$ cat src/rtl/draw_pkg.sv
// draw_pkg: screen geometry, client bus widths and sequencer state encoding
// shared by draw_sequencer and plot_clip.
package draw_pkg;

    localparam int SCREEN_W = 160;
    localparam int SCREEN_H = 120;

    localparam int X_W   = 8;
    localparam int Y_W   = 7;
    localparam int COL_W = 3;
    localparam int IDX_W = 3;
    localparam int CNT_W = 15;

    typedef enum logic [2:0] {
        IDLE,
        SEEK,
        RUN,
        RELEASE,
        FINISH,
        DRAIN
    } seq_state_t;

endpackage

$ cat src/rtl/plot_clip.sv
// plot_clip: registered mux of the active client's plot fields onto the
// single vga_adapter port, dropping plots that fall outside the screen.
module plot_clip
    import draw_pkg::*;
#(
    parameter int NCLIENTS = 2,
    parameter int SCREEN_W = draw_pkg::SCREEN_W,
    parameter int SCREEN_H = draw_pkg::SCREEN_H
) (
    input  logic                      clk,
    input  logic                      rst,
    input  logic [IDX_W-1:0]          i_idx,
    input  logic                      i_run,
    input  logic [NCLIENTS*X_W-1:0]   i_cl_x,
    input  logic [NCLIENTS*Y_W-1:0]   i_cl_y,
    input  logic [NCLIENTS*COL_W-1:0] i_cl_colour,
    input  logic [NCLIENTS-1:0]       i_cl_plot,
    output logic [X_W-1:0]            o_vga_x,
    output logic [Y_W-1:0]            o_vga_y,
    output logic [COL_W-1:0]          o_vga_colour,
    output logic                      o_vga_plot
);

    logic [X_W-1:0]   w_x;
    logic [Y_W-1:0]   w_y;
    logic [COL_W-1:0] w_col;
    logic             w_plot;
    logic             w_inb;

    assign w_x    = X_W'(i_cl_x >> (X_W * int'(i_idx)));
    assign w_y    = Y_W'(i_cl_y >> (Y_W * int'(i_idx)));
    assign w_col  = COL_W'(i_cl_colour >> (COL_W * int'(i_idx)));
    assign w_plot = 1'(i_cl_plot >> i_idx);
    assign w_inb  = (32'(w_x) < 32'(SCREEN_W)) &&
                    (32'(w_y) < 32'(SCREEN_H));

    always_ff @(posedge clk or posedge rst) begin
        if (rst) begin
            o_vga_x      <= '0;
            o_vga_y      <= '0;
            o_vga_colour <= '0;
            o_vga_plot   <= 1'b0;
        end else begin
            o_vga_x      <= w_x;
            o_vga_y      <= w_y;
            o_vga_colour <= w_col;
            o_vga_plot   <= i_run & w_plot & w_inb;
        end
    end

endmodule

$ cat src/rtl/draw_sequencer.sv
// draw_sequencer: runs enabled drawing engines in index order and shares the
// vga plot port between them. DRAW_SEQ_PLOT_COUNT_EN adds a plot counter.
module draw_sequencer
    import draw_pkg::*;
#(
    parameter int NCLIENTS = 2,
    parameter int SCREEN_W = draw_pkg::SCREEN_W,
    parameter int SCREEN_H = draw_pkg::SCREEN_H
) (
    input  logic                      clk,
    input  logic                      rst,
    input  logic                      start,
    input  logic [NCLIENTS-1:0]       en_mask,
    output logic                      done,
    output logic                      busy,
    output logic [IDX_W-1:0]          active_idx,
    output logic [NCLIENTS-1:0]       cl_start,
    input  logic [NCLIENTS-1:0]       cl_done,
    input  logic [NCLIENTS*X_W-1:0]   cl_x,
    input  logic [NCLIENTS*Y_W-1:0]   cl_y,
    input  logic [NCLIENTS*COL_W-1:0] cl_colour,
    input  logic [NCLIENTS-1:0]       cl_plot,
    output logic [X_W-1:0]            vga_x,
    output logic [Y_W-1:0]            vga_y,
    output logic [COL_W-1:0]          vga_colour,
    output logic                      vga_plot,
    output logic [CNT_W-1:0]          plot_count
);

    localparam logic [IDX_W-1:0]    LAST = IDX_W'(NCLIENTS - 1);
    localparam logic [NCLIENTS-1:0] ONE  = NCLIENTS'(1);

    seq_state_t          r_state;
    logic [IDX_W-1:0]    r_idx;
    logic [NCLIENTS-1:0] r_en_q;
    logic [NCLIENTS-1:0] r_cl_start;

    logic                w_cur_done;
    logic                w_found;
    logic [IDX_W-1:0]    w_next;

    assign w_cur_done = 1'(cl_done >> r_idx);

    // Lowest enabled client at or above the current index.
    always_comb begin
        w_found = 1'b0;
        w_next  = '0;
        for (int i = NCLIENTS - 1; i >= 0; i--) begin
            if (r_en_q[i] && (IDX_W'(i) >= r_idx)) begin
                w_found = 1'b1;
                w_next  = IDX_W'(i);
            end
        end
    end

    always_ff @(posedge clk or posedge rst) begin
        if (rst) begin
            r_state    <= IDLE;
            r_idx      <= '0;
            r_en_q     <= '0;
            r_cl_start <= '0;
        end else begin
            unique case (r_state)
                IDLE: begin
                    if (start) begin
                        r_en_q  <= en_mask;
                        r_idx   <= '0;
                        r_state <= SEEK;
                    end
                end
                SEEK: begin
                    if (!start) begin
                        r_state <= DRAIN;
                    end else if (w_found) begin
                        r_idx      <= w_next;
                        r_cl_start <= ONE << w_next;
                        r_state    <= RUN;
                    end else begin
                        r_state <= FINISH;
                    end
                end
                RUN: begin
                    if (!start) begin
                        r_cl_start <= '0;
                        r_state    <= DRAIN;
                    end else if (w_cur_done) begin
                        r_cl_start <= '0;
                        r_state    <= RELEASE;
                    end
                end
                RELEASE: begin
                    if (!start) begin
                        r_state <= DRAIN;
                    end else if (!w_cur_done) begin
                        if (r_idx == LAST) begin
                            r_state <= FINISH;
                        end else begin
                            r_idx   <= r_idx + IDX_W'(1);
                            r_state <= SEEK;
                        end
                    end
                end
                FINISH: begin
                    if (!start) r_state <= IDLE;
                end
                DRAIN: begin
                    if (!w_cur_done) r_state <= IDLE;
                end
                default: begin
                    r_cl_start <= '0;
                    r_state    <= IDLE;
                end
            endcase
        end
    end

    assign cl_start   = r_cl_start;
    assign active_idx = r_idx;
    assign done       = (r_state == FINISH);
    assign busy       = (r_state != IDLE) && (r_state != FINISH);

    plot_clip #(
        .NCLIENTS (NCLIENTS),
        .SCREEN_W (SCREEN_W),
        .SCREEN_H (SCREEN_H)
    ) u_clip (
        .clk          (clk),
        .rst          (rst),
        .i_idx        (r_idx),
        .i_run        (r_state == RUN),
        .i_cl_x       (cl_x),
        .i_cl_y       (cl_y),
        .i_cl_colour  (cl_colour),
        .i_cl_plot    (cl_plot),
        .o_vga_x      (vga_x),
        .o_vga_y      (vga_y),
        .o_vga_colour (vga_colour),
        .o_vga_plot   (vga_plot)
    );

`ifdef DRAW_SEQ_PLOT_COUNT_EN
    logic [CNT_W-1:0] r_cnt;

    // vga_plot is already low in IDLE and FINISH, so the count holds there.
    always_ff @(posedge clk or posedge rst) begin
        if (rst) begin
            r_cnt <= '0;
        end else if ((r_state == IDLE) && start) begin
            r_cnt <= '0;
        end else if (vga_plot && (r_cnt != '1)) begin
            r_cnt <= r_cnt + CNT_W'(1);
        end
    end

    assign plot_count = r_cnt;
`else
    assign plot_count = '0;
`endif

endmodule

$ cat config.mk
export PLATFORM = sky130hd
export DESIGN_NAME = draw_sequencer
export DESIGN_NICKNAME = d
export VERILOG_FILES = /design/src/rtl/draw_pkg.sv /design/src/rtl/plot_clip.sv /design/src/rtl/draw_sequencer.sv
export SDC_FILE = /design/constraint.sdc
export NUM_CORES = 1
export LEC_CHECK = 0
export CORE_UTILIZATION = 29
export CTS_CLUSTER_SIZE = 12
export DETAILED_ROUTE_END_ITERATION = 12
export PLACE_DENSITY_LB_ADDON = 0.25
export SYNTH_ARGS = -nofsm -noshare
export SYNTH_HDL_FRONTEND = slang
export SYNTH_HIERARCHICAL = 1
export SYNTH_SLANG_ARGS = --single-unit
$ cat constraint.sdc
create_clock -name clk -period 4.7 [get_ports clk]
set_input_delay 0.705 -clock clk [delete_from_list [all_inputs] [get_ports clk]]
set_output_delay 0.705 -clock clk [all_outputs]
set_load 0.1 [all_outputs]
## Yosys cells after proc, flatten, opt, wreduce, memory -nomap -nowiden

Index checks and enable logic that the tools add are counted.
Widths: inputs -> output; s select.

| word-level totals | value |
|---|---|
| output and inout bits | 41 |
| word-level logic and storage cells | 80 |
| flip-flop bits (word level) | 29 |
| bits of input ports | 45 |

| cells by class | value |
|---|---|
| $lt $le $gt $ge | 4 |
| $add $sub $neg | 1 |
| reductions and logical operators | 12 |
| multiply operators | 2 |
| shifts and indexed selects | 6 |
| multiplexer cells | 27 |
| eq/ne operators | 17 |
| bitwise operators | 3 |

Operators by type and width:

| kind | number |
|---|---|
| $mux 3 | 17 |
| $shr 14x32->7 | 1 |
| $shr 6x32->3 | 1 |
| $pmux 3 s6 | 1 |
| $ne 2x2->1 const B | 8 |
| $shr 16x6->8 | 1 |
| $ne 3x3->1 const B | 3 |
| $pmux 3 s3 | 1 |
| $lt 8x8->1 const B | 1 |
| $mux 2 | 4 |
| $lt 7x7->1 const B | 1 |
| $reduce_and 7->1 | 1 |
| $eq 3x1->1 const B | 2 |
| $eq 3x2->1 const B | 2 |
| $eq 3x3->1 const B | 2 |
| $ge 1x3->1 const A | 2 |
| $mul 3x3->6 const A | 1 |
| $pmux 2 s3 | 1 |
| $reduce_bool 3->1 | 2 |
| $shr 2x3->1 | 2 |
| $mul 2x3->5 const A | 1 |
| $reduce_and 5->1 | 1 |
| $logic_and 1x1->1 | 4 |
| $reduce_and 4->1 | 1 |
| other kinds (8) | 11 |

## Depth between registers and ports, before layout

Gate-level depths: netlist (run 1).

| depth | value |
|---|---|
| word-level depth | 8 |
| depth in mapped cells | 6 |
| mapped depth without buffers | 6 |

## Cells and area by module

The synthesis (run 1) kept the hierarchy.

Modules (own cells, without submodules):

| module | cells an instance | area each (um2) | times used |
|---|---|---|---|
| draw_sequencer | 94 | 839.6 | 1 |
| plot_clip | 71 | 823.3 | 1 |

## Least setup slack after synthesis (run 1)

Ideal clock, no wire load.

| path | value |
|---|---|
| path kind | register to register |
| start | register r_idx[0], in the netlist active_idx[0] |
| end | register r_idx[2], in the netlist active_idx[2] |
| path buffers | 0 |
| setup time | 0.167 ns |
| path slack | 2.285 ns |
| data arrival time | 2.248 ns |
| stages on the path, launching flop included | 7 |
| cells stage by stage | dfrtp_1 -> inv_1 -> ha_1 -> o21bai_1 -> a2111oi_2 -> or2_4 -> o41ai_2 |

| on the way | value |
|---|---|
| cells in the longest elaborated chain, start to end | 6 |
| elaborated cells between the ends (all ways) | 17 |
| those cells by class | add/sub: 1; order compare: 2; eq/ne: 4; shift: 1; mux: 6; reduce/logical: 3 |

RTL lines:

| element | line | source |
|---|---|---|
| start, declared | draw_sequencer.sv:34 | `logic [IDX_W-1:0] r_idx;` |
| start signal, assigned | draw_sequencer.sv:75 | `r_idx <= w_next;` |
| start signal, assigned | draw_sequencer.sv:98 | `r_idx <= r_idx + IDX_W'(1);` |
| $ge 1x3->1 | draw_sequencer.sv:49 | `if (r_en_q[i] && (IDX_W'(i) >= r_idx)) begin` |
| $logic_and 1x1->1 | draw_sequencer.sv:49 |  |
| $mux 1 (2 in a row) | draw_sequencer.sv:49 |  |
| $ne 2x2->1 (no line) | -- |  |
| $reduce_and 7->1 (no line) | -- |  |

Several ways; a longest one is shown, not always the timed one. The select of a mux whose other input is x is not followed.
A chain may end at the register's enable or synchronous reset.

## Worst setup path after layout (run 1)

| path | value |
|---|---|
| start | register r_state[1] |
| end | output port busy |

| on the way | value |
|---|---|
| cells in the longest elaborated chain, start to end | 2 |
| elaborated cells between the ends (all ways) | 3 |
| those cells by class | eq/ne: 1; reduce/logical: 2 |

RTL lines:

| element | line | source |
|---|---|---|
| start, declared | draw_sequencer.sv:33 | `seq_state_t r_state;` |
| start signal, assigned | draw_sequencer.sv:58 | `r_state <= IDLE;` |
| start signal, assigned | draw_sequencer.sv:68 | `r_state <= SEEK;` |
| start signal, assigned | draw_sequencer.sv:73 | `r_state <= DRAIN;` |
| $ne 3x3->1 or $reduce_bool 3->1 (tied branches) | draw_sequencer.sv:120 | `assign busy = (r_state != IDLE) && (r_state != FINISH);` |
| $logic_and 1x1->1 * | draw_sequencer.sv:120 |  |
| end, declared | draw_sequencer.sv:15 | `output logic busy,` |

Mark *: on every way between the ends. The rest lies on a longest branch, timed or not.

==> metrics.md, run 1 <==
| Metric | Value |
|---|---|
| CTS sink count | `29` |
| Final Total Pwr | `approximately 1.6 mW` |
| Setup total negative slack | `0 ns` |
| Post-CTS Hold Buffers | `0` |
| Worst Setup Start Kind | `flop` |
| Placed cells | `roughly 300` |
| Routed WL per cell | `~13 um` |
| # diodes | `0` |
| TritonCTS clock tree | `done` |
| Cts bufs inserted | `5` |
| Total GRT Usage | `roughly 14%` |
| Max Buffers Root-to-Sink | `2` |
| Max-cap violations | `0` |
| Slew @ Worst Pin | `between 0.9 and 1 ns` |
| Synthesized area | `1660 sq um` |
| Slew margin rel. | `about 34%` |
| Tmin final | `3.15 ns` |
| RSZ-0062 raised after global routing | `no` |
| Commonest cells after routing, fill and taps aside | `clkdlybuf4s50_1 (70), dfrtp_1 (29), nor2_1 (21)` |
| DR DRC count | `0` |
| EDFF count, synth | `0` |
| Area Overhead vs Synth | `47.0%` |
| FP Rows | `27` |
| DIE WIDTH | `slightly below 80 um` |
| WP depth | `3` |
| R2R cell count | `7` |
| Die ar. | `~6000 sq um` |
| Gr ovfl total | `0` |
| Post-CTS setup buffer count | `0` |
| Post-Route Skew | `0.00215 ns` |
| Synth warn | `6` |
| Commonest non-fill, non-tap cell in the layout | `clkdlybuf4s50_1` |
| Sequential fraction of the synthesis area | `a little over two fifths` |
| Final setup vio count | `0` |
| PD cells | `about 640 nW/um^2` |
| Post-synth ARST share | `between 90% and 100%` |
| Finished Layout Cells | `between 300 and 400` |
| Hold Path Class | `flop to flop` |
| Hold depth | `1` |
| Initial DRT Pass Iterations | `4` |
| WP buf/inv | `2` |
| Fin crit share | `between 60% and 70%` |
| Final hold slack | `0.542 ns` |
| Crit. End Element | `output pin` |
| Peak VDD IR | `between 300 and 400 uV` |
| Initial Util | `30.2%` |
| Worst Path Required | `around 4 ns` |
| First-pass GRT wire length | `6.36 mm` |
| Antenna viol nets, final | `0` |
| Worst Path Max Fanout | `10` |
| RD Place Congestion | `between 0.8 and 0.9` |
| Vias/cell | `4.54` |
| Layout Utilization | `about 44%` |
| Vias post-DR | `approximately 1400` |
| Clk_lat worst skew | `around 0.27 ns` |
| Synthesized flop and latch total | `29` |
| F_max | `between 0.3 and 0.4 GHz` |
| First DRT Iteration DRCs | `30` |
| Slowest stage cell, crit path | `clkdlybuf4s50_1` |
| Yosys top cell by area | `dfrtp_1` |
| Routed wire length | `a little under 4 mm` |
| Leakage | `between 1 and 1.5 nW` |
| Netlist cell types | `43` |
| Cts repair resizes | `0` |
| Post-synth top area share | `between 40% and 50%` |
| Fin. max-slew vios | `0` |
| Crit path max-delay family | `buffers and inverters` |
| Post-Synthesis Cells | `165` |
| Fin nets | `around 280` |
| CP Class | `flop to output pin` |
| Die Height | `between 70 and 80 um` |
| Largest net degree at the start of global routing | `32` |
| Critical path cell sequence | `clkinv_1 > nand2_1 > clkdlybuf4s50_1` |
| Clock Tree Root | `clkbuf_8` |
| # IOs | `86` |
| Vias in the first global route | `roughly 1300` |
| Core area | `about 5500 sq um` |
| Synth area leaders | `dfrtp_1 (44%), mux2i_1 (12%), buf_4 (8.1%)` |
| Crit path DAT | `about 2.5 ns` |
| Critical path's largest stage delay | `1.14 ns` |
| Worst-path clk slew | `approximately 0.060 ns` |
| Post-DP HPWL | `roughly 3 mm` |
| Status | `complete, no violations` |
| Prevailing post-synth register cell | `dfrtp_1` |
| H-tree Lvls | `2` |
| PortBufs | `70` |
| Number of antenna violations at the first check in global routing | `0` |
| Average size of a mapped cell | `just over 10 sq um` |
| Share of cells above drive strength 1 | `approximately 6.4%` |
| Final Hold Viols | `0` |
==> stage by stage <==
step	worst slack [ns]	instance area [sq um]
global route	1.43	2440
detailed placement	1.86	2340
finish	1.55	2440
CTS	1.54	2440
floorplan	2.29	1720
global placement	1.87	2340
==> flip-flops by register name, summed over array words and instances (netlist names) <==
signal and flops:
u_clip/o_vga_x 8, u_clip/o_vga_y 7, active_idx 3, r_state 3, u_clip/o_vga_colour 3, cl_start 2
r_en_q 2, u_clip/o_vga_plot 1
==> worst reg2reg max path, cell delays in order (launching register included) <==
cell       delay (ns)
dfrtp_1          0.32
buf_4            0.40
inv_1            0.12
ha_1             0.23
o21bai_1         0.18
a2111oi_2        0.42
or2_4            0.23
o32ai_1          0.09
==> Yosys cell counts, drive strengths merged, types with 2 or more instances <==
library cell  count
clkbuf            2
o32ai             2
ha                2
nor3              4
dfrtp            29
and3              2
buf              21
o41ai             2
nor3b             4
mux2              2
o21bai            2
nand2b            2
mux2i            20
inv               7
nand2             5
nor2b             3
or2               4
a22oi             2
o21a              2
o21ai             7
a211oi            3
o31ai             2
nor2             21
==> cell type report <==
cell class | instances | area [sq um]
clock buffers | 7 | 96.3
clock inverters | 1 | 5.00
fillers | 542 | 3060
inverters | 8 | 30.0
multi-input cells | 119 | 790
flip-flops and latches | 29 | 726
well taps | 72 | 90.1
repair buffers | 71 | 708
==> power by group <==
part	total, mW	switching, mW	internal [mW]
sequential	0.369	0.0488	0.320
combinational	0.979	0.710	0.269
clock	0.222	0.0904	0.132
total	1.57	0.850	0.721
==> cell families after synthesis <==
family	after synthesis	share of synthesized area, %
buffers and inverters	31	12.0
AO/OA/AOI/OAI	31	14.4
AND/OR/NAND/NOR	49	14.8
flip-flops	29	43.6
other	1	0.226
multiplexers	22	13.4
adder cells (fa/ha/maj)	2	1.50
==> metal layers <==
metal / global-route usage, % / vias up / wire length [um]
met5: 0 / - / 0
met4: 4.72 / 0 / 44
met3: 4.24 / 6 / 326
met2: 21.8 / 69 / 1720
met1: 17.3 / 626 / 1880
li1: - / 692 / -
==> path summary, 6_finish.rpt <==
| check | to | from | slack (ns) |
|---|---|---|---|
| max in group asynchronous | u_clip/o_vga_x[2] | rst | 3.37 |
| worst min register to register | r_en_q[1] | r_en_q[1] | 0.54 |
| worst max-delay path | busy | r_state[1] | 1.55 |
| min in group asynchronous | r_en_q[1] | rst | 0.74 |
| worst min-delay path | r_en_q[1] | r_en_q[1] | 0.54 |
| worst max register to register | active_idx[1] | active_idx[0] | 2.57 |
(Power assumes the default switching activity.)
==> run 2, diff against run 1 <==
==> constraint.sdc (replaced) <==
create_clock -name clk -period 3.29 [get_ports clk]
set_input_delay 0.4935 -clock clk [delete_from_list [all_inputs] [get_ports clk]]
set_output_delay 0.4935 -clock clk [all_outputs]
set_load 0.1 [all_outputs]
==> run 2 against run 1 <==
Against the previous run:
- cell count decreased by 0.33%
- worst hold slack got worse by 0.019 ns
- total power grew 41%
- die area is the same
- register-to-register slack got worse by 1.3 ns
- sequential power up 49%
- sequential cell count unchanged
- critical path depth is 2 lower
- wire length up 2.8%
- critical endpoint is now cl_start[1]
==> metrics.md, run 2 (synthesis gave the netlist of run 1 again) <==
| Metric | Value |
|---|---|
| Die ar. | `6040 sq um (unchanged)` |
| Critical path cell sequence | `clkdlybuf4s50_1` |
| Biggest regs | `u_clip/o_vga_x x8, u_clip/o_vga_y x7` |
| Crit. End Element | `output pin` |
| PortBufs | `70 (unchanged)` |
| Max FFs per register | `8 (unchanged)` |
| Crit path max-delay family | `buffers and inverters` |
| Core area | `5510 sq um (unchanged)` |
| FP Rows | `27 (unchanged)` |
| Initial DRT Pass Iterations | `4 (unchanged)` |
| Commonest cells after routing, fill and taps aside | `clkdlybuf4s50_1 (65), dfrtp_1 (29), nor2_1 (21)` |
| DR DRC count | `0 (unchanged)` |
| Die Height | `77.7 um (unchanged)` |
| Peak VDD IR | `457 uV (+47%)` |
| Vias in the first global route | `1321 (-0.38%)` |
| Routed WL per cell | `13.3 um (+3.2%)` |
| F_max | `0.440 GHz` |
| Finished Layout Cells | `306 (-0.33%)` |
| WP buf/inv | `1 (-1)` |
| DIE WIDTH | `77.7 um (unchanged)` |
| Max Buffers Root-to-Sink | `2 (unchanged)` |
| Critical path's largest stage delay | `1.14 ns (about the same)` |
| Number of antenna violations at the first check in global routing | `0 (unchanged)` |
| CP Launch Point | `cl_start[1]` |
| Fin nets | `281 (unchanged)` |
| Worst Setup Start Kind | `flop` |
| Cts bufs inserted | `5 (unchanged)` |
| Hold Path Class | `primary input to asynchronous set/reset pin` |
| Area Overhead vs Synth | `45.4%` |
| Slowest stage cell, crit path | `clkdlybuf4s50_1` |
| RD Place Congestion | `0.849 (-4.9%)` |
| Layout Utilization | `43.9% (-0.50 points)` |
| Max-cap violations | `0 (unchanged)` |
| Antenna viol nets, final | `0 (unchanged)` |
| Commonest non-fill, non-tap cell in the layout | `clkdlybuf4s50_1` |
| Initial Util | `30.2% (unchanged)` |
| Slew margin rel. | `34.3% (+0.60 points)` |
| Slew @ Worst Pin | `0.982 ns (-0.00895 ns)` |
| Largest net degree at the start of global routing | `24 (-25%)` |
| Post-DP HPWL | `3.11 mm (+5.0%)` |
| Fin. max-slew vios | `0 (unchanged)` |
| Tmin final | `between 2 and 2.5 ns` |
| Most flops, register | `u_clip/o_vga_x` |
| RSZ-0062 raised after global routing | `no` |
| Clk_lat worst skew | `0.27 ns (about the same)` |
| Cts repair resizes | `0 (unchanged)` |
| Worst Setup Slack, final | `1.02 ns (-0.530 ns)` |
| # IOs | `86 (unchanged)` |
| First DRT Iteration DRCs | `49 (+63%)` |
| Worst Path Required | `2.80 ns (-1.19 ns)` |
| Vias/cell | `4.71 (+3.9%)` |
| Final setup vio count | `0 (unchanged)` |
| Gr ovfl total | `0 (unchanged)` |
| Post-CTS setup buffer count | `0 (unchanged)` |
| Placed cells | `299 (unchanged)` |
| Worst slack, placed | `1.22 ns (-0.642 ns)` |
| Vias post-DR | `1442 (+3.5%)` |
| Crit path DAT | `1.78 ns (-0.67 ns)` |
| CTS sink count | `29 (unchanged)` |
| Worst-path clk slew | `0.06 ns (about the same)` |
| Worst Path Max Fanout | `2 (-8)` |
| Fin crit share | `slightly below 70%` |
| Status | `complete, no violations` |
| H-tree Lvls | `2 (unchanged)` |
| First-pass GRT wire length | `6.58 mm (+3.5%)` |
| Routed wire length | `4.07 mm (+2.8%)` |
| CP Class | `flop to output pin` |
| Final Hold Viols | `0 (unchanged)` |
| Leakage | `1.00 nW (-0.12%)` |
| Share of cells above drive strength 1 | `7.69% (+1.3 points)` |
| Reg-to-Reg Start | `active_idx[0]` |
| PD cells | `918 nW/um^2 (+43%)` |
| TritonCTS clock tree | `done` |
| Total GRT Usage | `14.4% (+0.73 points)` |
| Post-CTS Hold Buffers | `0 (unchanged)` |
| Post-Route Skew | `0.00679 ns (+0.00464 ns)` |
| Clock Tree Root | `clkbuf_8` |
| # diodes | `0 (unchanged)` |
| Setup total negative slack | `0 ns (unchanged)` |
| Final hold slack | `0.523 ns (-0.0189 ns)` |
## run 2: final timing paths
kind	to	slack, ns	depth (start not counted)
setup reg to reg	active_idx[1]	1.29	6
max in group asynchronous	u_clip/o_vga_x[4]	2.18	2
hold / removal	r_state[1]	0.52	2
min in group clk	r_en_q[1]	0.54	1
setup / recovery	cl_start[1]	1.02	1
hold reg to reg	r_en_q[1]	0.54	1
## run 2: final cells by class
cell class / count / area (sq um)
Fill cell: 544 / 3090
Multi-Input combinational cell: 119 / 790
Sequential cell: 29 / 726
Timing Repair Buffer: 71 / 696
Tap cell: 72 / 90.1
Clock buffer: 7 / 86.3
Inverter: 8 / 30.0
## run 2: where the power goes
group,leakage [nW],total [mW],internal (mW),switching [mW]
clock,0.0443,0.289,0.165,0.124
combinational,0.606,1.38,0.377,1.00
sequential,0.354,0.548,0.457,0.0905
## run 2: per-stage QoR
stage          total power, mW  area (sq um)
2_1_floorplan             1.67          1720
3_3_place_gp              1.94          2330
3_5_place_dp              1.94          2330
4_1_cts                   2.24          2420
5_1_grt                   2.33          2420
6_report                  2.22          2420
## run 2: routing by layer
metal	track usage (%)	share of wire, %
met2	21.9	45
met1	18.8	44
met5	0	0
met4	5.09	1.6
met3	4.94	9.7
